<file path="src/rtl/cacheline_adaptor_pkg.sv">
// rtl/cacheline_adaptor_pkg.sv - shared widths, state encoding and address helper for cacheline_adaptor
// Optional feature macro: CACHELINE_ADAPTOR_EARLY_RESP_EN (drops the DONE state).
package cacheline_adaptor_pkg;

  localparam int LINE_W = 256;
  localparam int BEAT_W = 64;
  localparam int ADDR_W = 32;
  localparam int BEATS  = LINE_W / BEAT_W;
  localparam int CNT_W  = $clog2(BEATS);

  localparam logic [ADDR_W-1:0] LINE_OFFSET_MASK = 'h1F;
  localparam logic [CNT_W-1:0]  LAST_BEAT        = CNT_W'(BEATS - 1);

`ifdef CACHELINE_ADAPTOR_EARLY_RESP_EN
  typedef enum logic [1:0] {
    IDLE     = 2'd0,
    RD_BURST = 2'd1,
    WR_BURST = 2'd2
  } adaptor_state_e;
`else
  typedef enum logic [1:0] {
    IDLE     = 2'd0,
    RD_BURST = 2'd1,
    WR_BURST = 2'd2,
    DONE     = 2'd3
  } adaptor_state_e;
`endif

  function automatic logic [ADDR_W-1:0] align_line(input logic [ADDR_W-1:0] addr);
    return addr & ~LINE_OFFSET_MASK;
  endfunction

endpackage

</file>
<file path="src/rtl/cacheline_adaptor_if.sv">
// rtl/cacheline_adaptor_if.sv - cache-side and burst-memory-side signal bundle for cacheline_adaptor
// slave: the adaptor's view; master: the arbiter/memory environment's view.
interface cacheline_adaptor_if;
  import cacheline_adaptor_pkg::*;

  logic [ADDR_W-1:0] cache_addr;
  logic [LINE_W-1:0] cache_wdata;
  logic              cache_read;
  logic              cache_write;
  logic              cache_resp;
  logic [LINE_W-1:0] cache_rdata;

  logic [ADDR_W-1:0] mem_addr;
  logic              mem_read;
  logic              mem_write;
  logic [BEAT_W-1:0] mem_wdata;
  logic [BEAT_W-1:0] mem_rdata;
  logic              mem_resp;

  modport slave (
    input  cache_addr,
    input  cache_wdata,
    input  cache_read,
    input  cache_write,
    output cache_resp,
    output cache_rdata,
    output mem_addr,
    output mem_read,
    output mem_write,
    output mem_wdata,
    input  mem_rdata,
    input  mem_resp
  );

  modport master (
    output cache_addr,
    output cache_wdata,
    output cache_read,
    output cache_write,
    input  cache_resp,
    input  cache_rdata,
    input  mem_addr,
    input  mem_read,
    input  mem_write,
    input  mem_wdata,
    output mem_rdata,
    output mem_resp
  );

endinterface

</file>
<file path="src/rtl/cacheline_buffer.sv">
// rtl/cacheline_buffer.sv - line register with full-line load, per-beat write and beat read mux
// Shared by read and write bursts since only one is ever in flight.
module cacheline_buffer
  import cacheline_adaptor_pkg::*;
(
  input  logic              clk,
  input  logic              rst_n,
  input  logic              load,
  input  logic [LINE_W-1:0] load_line,
  input  logic              beat_we,
  input  logic [CNT_W-1:0]  beat_idx,
  input  logic [BEAT_W-1:0] beat_wdata,
  output logic [BEAT_W-1:0] beat_rdata,
  output logic [LINE_W-1:0] line
);

  logic [LINE_W-1:0] line_d;
  logic [LINE_W-1:0] line_q;

  always_comb begin
    line_d = line_q;
    if (load) begin
      line_d = load_line;
    end else if (beat_we) begin
      line_d[BEAT_W*beat_idx +: BEAT_W] = beat_wdata;
    end
  end

  always_ff @(posedge clk or negedge rst_n) begin
    if (!rst_n) begin
      line_q <= '0;
    end else begin
      line_q <= line_d;
    end
  end

  assign beat_rdata = line_q[BEAT_W*beat_idx +: BEAT_W];
  assign line       = line_q;

endmodule

</file>
<file path="src/rtl/cacheline_adaptor.sv">
// rtl/cacheline_adaptor.sv - 256-bit cacheline to four-beat 64-bit burst adaptor
// Optional feature macro: CACHELINE_ADAPTOR_EARLY_RESP_EN (combinational response on the last beat).
module cacheline_adaptor
  import cacheline_adaptor_pkg::*;
(
  input  logic                clk,
  input  logic                rst_n,
  cacheline_adaptor_if.slave  bus
);

  adaptor_state_e    state_q, state_d;
  logic [CNT_W-1:0]  cnt_q, cnt_d;
  logic [ADDR_W-1:0] addr_q, addr_d;
  logic              mem_read_q, mem_read_d;
  logic              mem_write_q, mem_write_d;

  logic              in_burst;
  logic              last_beat;
  logic              buf_load;
  logic              beat_we;
  logic [BEAT_W-1:0] buf_beat;
  logic [LINE_W-1:0] buf_line;

  assign in_burst  = (state_q == RD_BURST) || (state_q == WR_BURST);
  assign last_beat = in_burst && bus.mem_resp && (cnt_q == LAST_BEAT);

  always_comb begin
    state_d  = state_q;
    cnt_d    = cnt_q;
    addr_d   = addr_q;
    buf_load = 1'b0;
    beat_we  = 1'b0;

    case (state_q)
      IDLE: begin
        // A simultaneous read stays pending behind the write.
        if (bus.cache_write) begin
          state_d  = WR_BURST;
          addr_d   = align_line(bus.cache_addr);
          buf_load = 1'b1;
        end else if (bus.cache_read) begin
          state_d = RD_BURST;
          addr_d  = align_line(bus.cache_addr);
        end
      end
      RD_BURST, WR_BURST: begin
        if (bus.mem_resp) begin
          beat_we = (state_q == RD_BURST);
          cnt_d   = cnt_q + CNT_W'(1);
          if (last_beat) begin
            cnt_d = '0;
`ifdef CACHELINE_ADAPTOR_EARLY_RESP_EN
            state_d = IDLE;
`else
            state_d = DONE;
`endif
          end
        end
      end
`ifndef CACHELINE_ADAPTOR_EARLY_RESP_EN
      DONE: begin
        state_d = IDLE;
        cnt_d   = '0;
      end
`endif
      default: begin
        state_d = IDLE;
        cnt_d   = '0;
      end
    endcase

    mem_read_d  = (state_d == RD_BURST);
    mem_write_d = (state_d == WR_BURST);
  end

`ifdef CACHELINE_ADAPTOR_EARLY_RESP_EN
  always_ff @(posedge clk or negedge rst_n) begin
    if (!rst_n) begin
      state_q     <= IDLE;
      cnt_q       <= '0;
      addr_q      <= '0;
      mem_read_q  <= 1'b0;
      mem_write_q <= 1'b0;
    end else begin
      state_q     <= state_d;
      cnt_q       <= cnt_d;
      addr_q      <= addr_d;
      mem_read_q  <= mem_read_d;
      mem_write_q <= mem_write_d;
    end
  end
`else
  logic cache_resp_q, cache_resp_d;

  assign cache_resp_d = (state_d == DONE);

  always_ff @(posedge clk or negedge rst_n) begin
    if (!rst_n) begin
      state_q      <= IDLE;
      cnt_q        <= '0;
      addr_q       <= '0;
      mem_read_q   <= 1'b0;
      mem_write_q  <= 1'b0;
      cache_resp_q <= 1'b0;
    end else begin
      state_q      <= state_d;
      cnt_q        <= cnt_d;
      addr_q       <= addr_d;
      mem_read_q   <= mem_read_d;
      mem_write_q  <= mem_write_d;
      cache_resp_q <= cache_resp_d;
    end
  end
`endif

  cacheline_buffer u_buffer (
    .clk        (clk),
    .rst_n      (rst_n),
    .load       (buf_load),
    .load_line  (bus.cache_wdata),
    .beat_we    (beat_we),
    .beat_idx   (cnt_q),
    .beat_wdata (bus.mem_rdata),
    .beat_rdata (buf_beat),
    .line       (buf_line)
  );

  assign bus.mem_addr  = addr_q;
  assign bus.mem_read  = mem_read_q;
  assign bus.mem_write = mem_write_q;
  assign bus.mem_wdata = buf_beat;

`ifdef CACHELINE_ADAPTOR_EARLY_RESP_EN
  // The final read beat has not reached the buffer yet, so forward it straight through.
  assign bus.cache_resp  = last_beat;
  assign bus.cache_rdata = (state_q == RD_BURST && last_beat)
                         ? {bus.mem_rdata, buf_line[LINE_W-BEAT_W-1:0]}
                         : buf_line;
`else
  assign bus.cache_resp  = cache_resp_q;
  assign bus.cache_rdata = buf_line;
`endif

endmodule

</file>
<file path="src/flat_wrapper.sv">
// flat-port wrapper written by rule: the top's interface ports become plain ports
module cacheline_adaptor_flat import cacheline_adaptor_pkg::*;
  (clk, rst_n, bus_cache_addr, bus_cache_wdata, bus_cache_read, bus_cache_write, bus_cache_resp, bus_cache_rdata, bus_mem_addr, bus_mem_read, bus_mem_write, bus_mem_wdata, bus_mem_rdata, bus_mem_resp);
  cacheline_adaptor_if bus_i ();
  input  logic clk;
  input  logic rst_n;
  input wire logic [$bits(bus_i.cache_addr)-1:0] bus_cache_addr;
  input wire logic [$bits(bus_i.cache_wdata)-1:0] bus_cache_wdata;
  input wire logic [$bits(bus_i.cache_read)-1:0] bus_cache_read;
  input wire logic [$bits(bus_i.cache_write)-1:0] bus_cache_write;
  output wire logic [$bits(bus_i.cache_resp)-1:0] bus_cache_resp;
  output wire logic [$bits(bus_i.cache_rdata)-1:0] bus_cache_rdata;
  output wire logic [$bits(bus_i.mem_addr)-1:0] bus_mem_addr;
  output wire logic [$bits(bus_i.mem_read)-1:0] bus_mem_read;
  output wire logic [$bits(bus_i.mem_write)-1:0] bus_mem_write;
  output wire logic [$bits(bus_i.mem_wdata)-1:0] bus_mem_wdata;
  input wire logic [$bits(bus_i.mem_rdata)-1:0] bus_mem_rdata;
  input wire logic [$bits(bus_i.mem_resp)-1:0] bus_mem_resp;
  assign bus_i.cache_addr = bus_cache_addr;
  assign bus_i.cache_wdata = bus_cache_wdata;
  assign bus_i.cache_read = bus_cache_read;
  assign bus_i.cache_write = bus_cache_write;
  assign bus_cache_resp = bus_i.cache_resp;
  assign bus_cache_rdata = bus_i.cache_rdata;
  assign bus_mem_addr = bus_i.mem_addr;
  assign bus_mem_read = bus_i.mem_read;
  assign bus_mem_write = bus_i.mem_write;
  assign bus_mem_wdata = bus_i.mem_wdata;
  assign bus_i.mem_rdata = bus_mem_rdata;
  assign bus_i.mem_resp = bus_mem_resp;
  cacheline_adaptor u_core (.clk(clk), .rst_n(rst_n), .bus(bus_i));
endmodule
</file>
<file path="config.mk">
export PLATFORM = sky130hd
export DESIGN_NAME = cacheline_adaptor_flat
export DESIGN_NICKNAME = d
export VERILOG_FILES = /design/src/rtl/cacheline_adaptor_pkg.sv /design/src/rtl/cacheline_adaptor_if.sv /design/src/rtl/cacheline_buffer.sv /design/src/rtl/cacheline_adaptor.sv /design/src/flat_wrapper.sv
export SDC_FILE = /design/constraint.sdc
export NUM_CORES = 1
export LEC_CHECK = 0
export ABC_AREA = 1
export CAP_MARGIN = 10
export CORE_AREA = 2 2 276 278
export DETAILED_ROUTE_END_ITERATION = 10
export DIE_AREA = 0 0 278 280
export DONT_BUFFER_PORTS = 1
export RECOVER_POWER = 50
export SETUP_SLACK_MARGIN = 0.2
export SYNTH_ARGS = -nofsm -noshare
export SYNTH_HDL_FRONTEND = slang
export SYNTH_HIERARCHICAL = 1
export SYNTH_SLANG_ARGS = --single-unit
</file>
<file path="constraint.sdc">
create_clock -name clk -period 2.55 [get_ports clk]
set_clock_uncertainty 0.2 [all_clocks]
set_input_delay 0.3825 -clock clk [delete_from_list [all_inputs] [get_ports clk]]
set_output_delay 0.3825 -clock clk [all_outputs]
set_load 0.02 [all_outputs]
</file>
Word-level counts from Yosys, hierarchy flattened
Index checks and enable logic that the tools add are counted.
Cells by class
  $mul: 0
  shifts and indexed selects: 3
  eq/ne operators: 8
  divide/modulo/power cells: 0
  reductions and logical operators: 10
  muxes and demuxes: 17
  $add $sub $neg: 2
  bitwise logic cells: 0
  magnitude comparators: 0
Operator list (number)
  2-to-1 mux 256 bit: 2
  bitwise mux 256 bit: 1
  variable shift 64 x 34 -> 256 bit, first input constant: 1
  variable part select 256 x 9 -> 64 bit: 1
  variable part select 64 x 34 -> 256 bit: 1
  2-to-1 mux 32 bit: 2
  negator 8 -> 34 bit: 1
  2-to-1 mux 2 bit: 6
  equality test 2 bit, second input constant: 5
  one-hot mux 2 bit (3 select lines): 1
  nonzero test 2 bit: 3
  equality test 2 x 1 -> 1 bit, second input constant: 2
  2-to-1 mux 1 bit: 4
  one-hot mux 2 bit (2 select lines): 1
  AND reduction 2 bit: 2
  adder 2 x 1 -> 2 bit, second input constant: 1
  logical AND 1 bit: 2
  zero test 2 bit: 1
  inequality test 2 bit, second input constant: 1
  OR reduction 2 bit: 1
  logical OR 1 bit: 1
Storage, ports and cells
  memories kept: 0
  memory bits (read-only): 0
  RAM bits: 0
  output and inout bits: 355
  bits of input ports: 357
  bits in latches: 0
  bits in registers: 295

Depth between registers and ports, before layout
Gate-level depths: netlist of run 1.
  word-level depth: 8
  depth in mapped cells: 15

Cells and area by module
Netlist of run 1, hierarchy kept.
Modules (own cells, without submodules)
  cacheline_buffer: sequential area each 6406.1 sq um, cells each 2921, area an instance 17748.3 sq um, times used 1
  cacheline_adaptor: sequential area each 850.8 sq um, cells each 176, area an instance 1565.3 sq um, times used 1

Least setup slack after synthesis of run 1
No wires, ideal clock.
  path type: reg2reg
  start point: register u_core.cnt_q[0]
  end point: register u_core.u_buffer.line_q[100] (netlist: u_core/u_buffer/line[100])
  cell stages (with the launch flop): 13
  arrival: 2.104 ns
  clock period less this slack: 2.420 ns
  setup slack: 0.130 ns
  data required time: 2.234 ns
  cells stage by stage: dfrtp_1 > buf_4 > inv_2 > buf_6 > buf_6 > buf_2 > ha_1 > inv_1 > buf_2 > clkbuf_1 > nor2_1 > nand2_1 > nand2_1
On the way
  longest elaborated chain between the ends: 5
  elaborated cells between the ends (all ways): 6
Ends and longest elaborated chain
  start: declaration: RTL line cacheline_adaptor.sv:12  | logic [CNT_W-1:0] cnt_q, cnt_d;
  start signal: assignment: RTL line cacheline_adaptor.sv:107  | cnt_q <= cnt_d;
  negator 8 -> 34 bit (*): RTL line cacheline_buffer.sv:25  | line_d[BEAT_W*beat_idx +: BEAT_W] = beat_wdata;
  variable part select 64 x 34 -> 256 bit / variable shift 64 x 34 -> 256 bit (equally long branches): RTL line cacheline_buffer.sv:25
  bitwise mux 256 bit (*): RTL line cacheline_buffer.sv:25
  2-to-1 mux 256 bit (*): RTL line cacheline_buffer.sv:24  | end else if (beat_we) begin
  2-to-1 mux 256 bit (*): RTL line cacheline_buffer.sv:22  | if (load) begin
  end signal: assignment: RTL line cacheline_buffer.sv:33  | line_q <= line_d;
  end: declaration: RTL line cacheline_buffer.sv:18  | logic [LINE_W-1:0] line_q;
Every way passes the cells marked *; elsewhere a longest branch is shown, timed or not. The select of a mux whose other input is x is not followed.
A chain may end at the register's enable or synchronous reset.

Final worst setup path of run 1
  start point: register u_core.cnt_q[0]
  end point: output port bus_mem_wdata[53]
On the way
  longest elaborated chain between the ends: 1
Ends and longest elaborated chain
  variable part select 256 x 9 -> 64 bit: RTL line cacheline_buffer.sv:37  | assign beat_rdata = line_q[BEAT_W*beat_idx +: BEAT_W];
  end: declaration: RTL line flat_wrapper.sv:16  | output wire logic [$bits(bus_i.mem_wdata)-1:0] bus_mem_wdata;
Every way passes these cells.

==> summary.txt, run 1 <==
Run status
  • Status: complete, but fails checks
  • Failing checks: negative hold slack, negative setup slack

GRT
  • Largest net degree at the start of global routing: 291
  • Total congestion overflow: 0
  • Vias in the first global route: 22300
  • Initial antenna violation count: 7
  • GRT Util Overall: 24.5%
  • First-pass GRT wire length: 144000 um

Synthesis
  • Syn Area/Cell: 6.24 um2
  • Seq/Total Area, Yosys: 37.6%
  • Syn Std Cell Area: 0.0193 mm2
  • Mapped Cells: 3097
  • Post-synth top area share: 37.6%
  • Area leader, netlist: dfrtp_1
  • Yosys warns: 6
  • Number of synthesized register bits: 290
  • Ranking of synthesized cells by area: dfrtp_1, nand2_1, nand3_1, inv_1, nor2_1
  • Unique cell type count in the Yosys netlist: 22

CTS
  • Sink Count: 290
  • Clock tree from TritonCTS: done
  • Clock root buffer master: clkbuf_16
  • Clk Latency, worst-skew pair: 570 ps
  • Clk pin slew, worst setup/hold paths: 60 ps
  • CTS Buf Count: 37
  • Hold-fix buffers, CTS: 351
  • CTS HTree Levels: 2
  • Clk buf depth: 3

Worst setup path
  • Worst Path Arrival: 2030 ps
  • Worst reg2reg setup slack: 240 ps
  • CP max FO: 7
  • Slowest-stage cell, CP: dfrtp_4
  • Worst Setup End Kind: output pin
  • Reg2Reg Capture Point: u_core/u_buffer/line[131]
  • CP Class: reg -> out
  • Largest stage delay on the critical path: 560 ps
  • R2r worst-path depth: 9
  • Setup crit start kind: flip-flop
  • Critical Path RT: 1970 ps
  • FF-to-FF Start: u_core/cnt_q[0]
  • Crit-path cells: inv_12, buf_16, clkbuf_16, nand2_1, o211ai_1, nand2_2

Pwr
  • Flop pwr share: 31.9%
  • Leakage power: 14.0 nW
  • Total chip power: 40.5 mW
  • Combinational power share: 55.0%
  • Switch share: 56.2%
  • Peak supply drop: 0.000755 V
  • NetSw: 22.8 mW
  • PwrDens: 1470 mW/mm2
  • Clk pwr share: 13.1%
  • Pint: 17.8 mW

STA
  • Slew Viols, Final: 0
  • Slew @ Worst Pin: 566 ps
  • WHS: -696 ps
  • Final hold vios: 290
  • Period minus WS final: 2620 ps
  • Final setup viols: 37
  • Fin crit share: 103%
  • FMAX: 382 MHz
  • Final worst slack: -65.5 ps
  • RSZ-0062 raised after global routing: yes
  • Slew margin rel.: 62.2%

Hold path
  • Hold Path Class: in -> async

Final layout
  • Final core utilization: 36.6%
  • Share of layout cells above drive strength 1: 12.7%
  • Fill cells: 7661
  • NumNets Final: 3787
  • P&R area growth vs syn: 42.6%

Placed design
  • Post-detail-place hpwl: 60700 um
  • Final GP Congestion: 0.924
  • Port Buffers: 0

Floorplanning
  • Initial Utilization: 25.7%
  • Ports: 712
  • Die height: 280 um
  • Floorplan row count: 101
  • Die area: 0.0778 mm2
  • Core area: 0.0752 mm2
  • Chip Width: 278 um

Drt
  • Vias/cell: 5.23
  • Remaining antenna violation count: 0
  • Initial drt markers: 2672
  • Via Count: 23200
  • Total Routed Length: 104000 um
  • Initial DRT Pass Iterations: 8
  • Average routed wire per standard cell: 23.4 um
  • Post-route DRC: 0

Flow run
  • MaxCap Viol Count: 0
[power by group through the flow]
stage          Combinational [mW]  Sequential, mW  Clock [mW]
2_1_floorplan                11.8            11.1           0
3_3_place_gp                 15.8            12.6           0
3_5_place_dp                 16.0            12.6           0
4_1_cts                      20.4            12.7        5.38
5_1_grt                      23.8            13.0        5.58
6_report                     22.3            12.9        5.31
[how the worst max path moves through the flow]
stage	startpoint	end	slack, ps	depth (start not counted)
6_report	u_core/cnt_q[0]	bus_mem_wdata[53]	-70	6
5_1_grt	u_core/cnt_q[0]	bus_mem_wdata[53]	-130	7
4_1_cts	u_core/cnt_q[0]	bus_mem_wdata[44]	-80	7
3_5_place_dp	u_core/state_q[0]	u_core/u_buffer/line[237]	230	10
3_3_place_gp	u_core/state_q[0]	u_core/u_buffer/line[65]	250	10
2_1_floorplan	u_core/cnt_q[0]	u_core/u_buffer/line[100]	130	12
[per-layer routing]
metal / vias to the layer above / routed length [um] / part of all wire [%] / GRT usage (%)
met5: - / 24 / 0.023 / 0
li1: 10200 / - / - / -
met1: 10600 / 37700 / 36 / 29.0
met3: 500 / 13000 / 13 / 7.58
met4: 4 / 7040 / 6.8 / 14.8
met2: 1866 / 45800 / 44 / 39.0
[per-stage QoR]
stage,setup TNS (ps),area [um2],cells,worst slack (ps)
after global routing,-5000,27500,4428,-134
after global placement,0,20400,3934,251
after floorplan,0,19300,3101,130
after CTS,-2090,26900,4415,-76.2
final,-1120,27500,4430,-65.5
after detailed placement,0,20400,3934,232
[cell usage after synthesis]
master	count
buf_4	34
o211ai_1	64
o21ai_0	67
clkbuf_1	57
buf_1	8
inv_1	346
nand3_2	3
nor2_1	326
nand3_1	411
nand2_2	6
conb_1	1
inv_2	2
buf_6	19
nand2_1	1280
nor2_2	4
buf_2	106
dfrtp_1	290
a21oi_1	56
ha_1	10
nor2_8	2
buf_8	2
nand2_4	3
[area by class of cell]
type                            instances  area, um2  area share [%]
Clock inverter                         15        131           0.477
Sequential cell                       290       7260            26.4
Inverter                              348       1370            4.96
Tap cell                              978       1220            4.44
Multi-Input combinational cell       2237      10400            37.7
Clock buffer                           52       1050            3.82
Timing Repair Buffer                  504       6110            22.2
Antenna cell                            4       10.0          0.0363
Timing Repair inverter                  2       12.5          0.0454
[cells by family (layout without fill, tap and decap cells)]
group                      count (synthesis)  in the layout  synth area share (%)
and+or+nand+nor                         2035           2035                  42.7
buffers and inverters                    574            921                  13.4
DFF                                      290            290                  37.6
AOI/OAI and AO/OA                        187            187                  5.68
adders and majority gates                 10             10                 0.648
other                                      1              9                0.0194
[placed cells by master (no fill, tap or decap), drive strengths merged]
cell,instances
o211ai,64
buf,140
nand2,1289
bufinv,1
a21oi,56
inv,348
clkinvlp,2
nor2,332
nand3,414
dfrtp,290
bufbuf,4
clkbuf,61
diode,4
conb,5
clkinv,14
ha,10
dlygate4sd3,351
o21ai,67
[repair_timing]
| action | CTS | global route |
|---|---|---|
| pin swaps | 98 | 38 |
| cloned | 28 | 9 |
| buffers inserted | 35 | 2 |
| hold endpoints to repair | 580 | 290 |
| setup endpoints to repair | 70 | 275 |
| gates resized for setup | 286 | 107 |
[critical path: cells and delay by family (launching register included)]
kind	cells	cell delay (ps)
flops	1	560
simple gates	2	230
compound gates	1	150
buf+inv	3	500
[registers in the layout (all words and copies together), names as in the netlist]
register,count
u_core/bus.mem_addr,27
u_core/bus.mem_read,1
u_core/u_buffer/line,256
u_core/bus.mem_write,1
u_core/state_q,2
u_core/bus.cache_resp,1
u_core/cnt_q,2
(Power assumes the default switching activity.)
==> run 2, diff against run 1 <==
--- a/config.mk
+++ b/config.mk
@@ -6,11 +6,11 @@
 export NUM_CORES = 1
 export LEC_CHECK = 0
 export ABC_AREA = 1
+export BUFFER_PORTS_ARGS = -buffer_cell sky130_fd_sc_hd__buf_2
 export CAP_MARGIN = 10
-export CORE_AREA = 2 2 276 278
+export CORE_AREA = 2 2 279 281
 export DETAILED_ROUTE_END_ITERATION = 10
-export DIE_AREA = 0 0 278 280
-export DONT_BUFFER_PORTS = 1
+export DIE_AREA = 0 0 281 283
 export RECOVER_POWER = 50
 export SETUP_SLACK_MARGIN = 0.2
 export SYNTH_ARGS = -nofsm -noshare
==> run 2 against run 1 <==
- the run ends with negative setup slack left
- die area is 2.2% higher
- non-clock buffer count is 669 higher
- total power is 7.5% higher
- flip-flop and latch count stayed put
- hold slack better by 740 ps
- combinational power is 28% higher
==> summary.txt, run 2 (same netlist as run 1, synthesis figures left out) <==
Worst setup path
  • Most used cell, CP: buf_16
  • Slowest-stage cell, CP: dfrtp_4
  • Largest stage delay on the critical path: 450 ps (-110 ps)
  • Worst Setup End Kind: output pin
  • Critical Path RT: 1970 ps (about the same)
  • FF-to-FF Start: u_core/cnt_q[0]
  • Worst reg2reg setup slack: 260 ps (+20 ps)
  • Crit-path cells: buf_12, clkinv_16, buf_16, buf_16, o211ai_1, nand2_1, buf_6
  • CP max FO: 8 (+1)
  • Worst Path Arrival: 2050 ps (+20 ps)
  • Reg2Reg Capture Point: u_core/u_buffer/line[219]
  • CP Class: reg -> out
  • R2r worst-path depth: 12 (+3)
  • Setup crit start kind: flip-flop

Drt
  • Via Count: 25300 (+9.4%)
  • Total Routed Length: 109000 um (+5.3%)
  • Post-route DRC: 0 (unchanged)
  • Average routed wire per standard cell: 21.1 um (-9.6%)
  • Initial DRT Pass Iterations: 6 (-2)
  • Remaining antenna violation count: 0 (unchanged)
  • Vias/cell: 4.91 (-6.1%)
  • Initial drt markers: 2789 (+4.4%)

Placed design
  • Dpl cell area: 0.0240 mm2 (+18%)
  • Port Buffers: 701 (+701)
  • Post-detail-place hpwl: 63900 um (+5.2%)
  • Final GP Congestion: 0.892 (-3.4%)

Final layout
  • Share of layout cells above drive strength 1: 20.5% (+7.8 points)
  • Register Area: 0.00726 mm2 (unchanged)
  • Fill cells: 7981 (+4.2%)
  • NumNets Final: 4456 (+18%)
  • Max FFs per register: 256 (unchanged)
  • Commonest non-fill, non-tap cell in the layout: nand2_1
  • Post-layout instance area: 0.0307 mm2 (+12%)
  • P&R area growth vs syn: 59.0%
  • Commonest non-fill, non-tap cells in the layout: nand2_1, buf_2, nand3_1
  • Area of the multi-input gates: 0.00998 mm2 (-3.8%)

CTS
  • CTS HTree Levels: 2 (unchanged)
  • CTS Buf Count: 37 (unchanged)
  • Clock tree from TritonCTS: done
  • Sink Count: 290 (unchanged)
  • Clock root buffer master: clkbuf_16
  • Clk Latency, worst-skew pair: 550 ps (-20 ps)
  • Clk pin slew, worst setup/hold paths: 60 ps (about the same)
  • Clk buf depth: 3 (unchanged)

Floorplanning
  • Ports: 712 (unchanged)
  • Core area: 0.0767 mm2 (+2.0%)
  • Initial Utilization: 25.2% (-0.51 points)
  • Floorplan row count: 102 (+0.99%)
  • Die height: 283 um (+1.1%)
  • Die area: 0.0795 mm2 (+2.2%)
  • Chip Width: 281 um (+1.1%)

Run status
  • Status: complete, but fails checks
  • Failing checks: negative setup slack

GRT
  • Vias in the first global route: 24600 (+10%)
  • Total congestion overflow: 0 (unchanged)
  • M2 GR Usage: 39.9% (+0.94 points)
  • GRT Util Overall: 25.6% (+1.1 points)
  • Initial antenna violation count: 4 (-3)
  • Met1 GRT Util: 32.3% (+3.3 points)
  • Top Usage Layer GRT: met2
  • GR Layer Usage met3: 6.23% (-1.4 points)
  • First-pass GRT wire length: 155000 um (+7.0%)
  • Largest net degree at the start of global routing: 115 (-60%)

STA
  • Final worst slack: -82.4 ps (-16.9 ps)
  • RSZ-0062 raised after global routing: yes
  • Slew margin rel.: 13.6% (-49 points)
  • Setup TNS: -2020 ps (-894 ps)
  • Final setup viols: 52 (+41%)
  • Period minus WS final: 2630 ps (+16.9 ps)
  • Slew @ Worst Pin: 1300 ps (+730 ps)
  • WHS: 39.8 ps (+736 ps)
  • FMAX: 380 MHz (-0.64%)
  • Final hold vios: 0 (-100%)
  • Fin crit share: 103% (+0.66 points)
  • Slew Viols, Final: 0 (unchanged)

Pwr
  • PwrDens: 1420 mW/mm2 (-3.6%)
  • Clk pwr share: 12.9% (-0.2 points)
  • NetSw: 23.2 mW (+1.8%)
  • Leakage power: 16.4 nW (+17%)
  • Pint: 20.4 mW (+15%)
  • Peak supply drop: 0.000925 V (+23%)
  • Combinational power share: 65.6% (+11 points)
  • Flop pwr share: 21.5% (-10 points)
  • Switch share: 53.2% (-3.0 points)

Hold path
  • Hold_sp: bus_mem_rdata[54]
  • Hold depth: 5
  • Hold Path Class: in -> reg
  • WHS Endpoint: u_core/u_buffer/line[54]

Flow run
  • MaxCap Viol Count: 0 (unchanged)
## run 2: cell types whose count changed in the layout (fill, tap and decap cells not counted), sizes merged
cell | previous run | this run
buf | 140 | 657
clkbuf | 61 | 221
clkinv | 14 | 6
dlygate4sd3 | 351 | 348
bufinv | 1 | 3
clkinvlp | 2 | 1
## run 2: repair_timing
item,CTS,global route
hold endpoints to repair,550,0
hold buffers,348,0
pin swaps,47,36
setup endpoints to repair,64,315
gates cloned,25,11
setup buffers,19,1
resized for setup,272,95
## run 2: power groups by stage
| stage | Clock [mW] | Combinational [mW] | Sequential [mW] |
|---|---|---|---|
| floorplan | 0 | 11.8 | 11.1 |
| global placement | 0 | 22.3 | 9.16 |
| detailed placement | 0 | 22.5 | 9.13 |
| CTS | 5.69 | 27.3 | 9.18 |
| global route | 5.86 | 30.4 | 9.54 |
| finish | 5.61 | 28.6 | 9.36 |
## run 2: cell type report
class	instances	area share (%)
well taps	1040	4.24
repair inverters	2	0.0937
clock buffers	57	3.69
multi-input cells	2237	32.5
repair buffers	1173	30.9
clock inverters	8	0.407
inverters	348	4.51
flip-flops and latches	290	23.6
diodes	4	0.0326
## run 2: metrics by stage
step	std cells	setup WS (ps)	utilization, %	total power, mW
6_report	5159	-82.4	40.0	43.6
5_1_grt	5157	-157	40.0	45.8
4_1_cts	5143	-80.6	39.6	42.1
3_5_place_dp	4686	274	31.2	31.7
3_3_place_gp	4686	302	31.2	31.4
2_1_floorplan	3101	130	-	22.9
## run 2: worst max path at each step
| stage | slack [ps] | startpoint | to |
|---|---|---|---|
| floorplan | 130 | u_core/cnt_q[0] | u_core/u_buffer/line[100] |
| global placement | 300 | u_core/state_q[0] | u_core/u_buffer/line[132] |
| detailed placement | 270 | u_core/state_q[0] | u_core/u_buffer/line[138] |
| CTS | -80 | u_core/cnt_q[0] | bus_mem_wdata[23] |
| global route | -160 | u_core/cnt_q[0] | bus_mem_wdata[28] |
| finish | -80 | u_core/cnt_q[0] | bus_mem_wdata[58] |
## run 2: critical path: cells and delay by family, from the launching register on
family / cells / cell delay, ps
AO/OA/AOI/OAI: 1 / 230
buffers and inverters: 5 / 670
flip-flops: 1 / 450
AND/OR/NAND/NOR: 1 / 100
## run 2: metal layers
metal,share of wire (%),vias to the layer above
li1,-,11500
met1,39,11800
met2,45,1675
met3,11,360
met4,5.6,0
met5,0,-
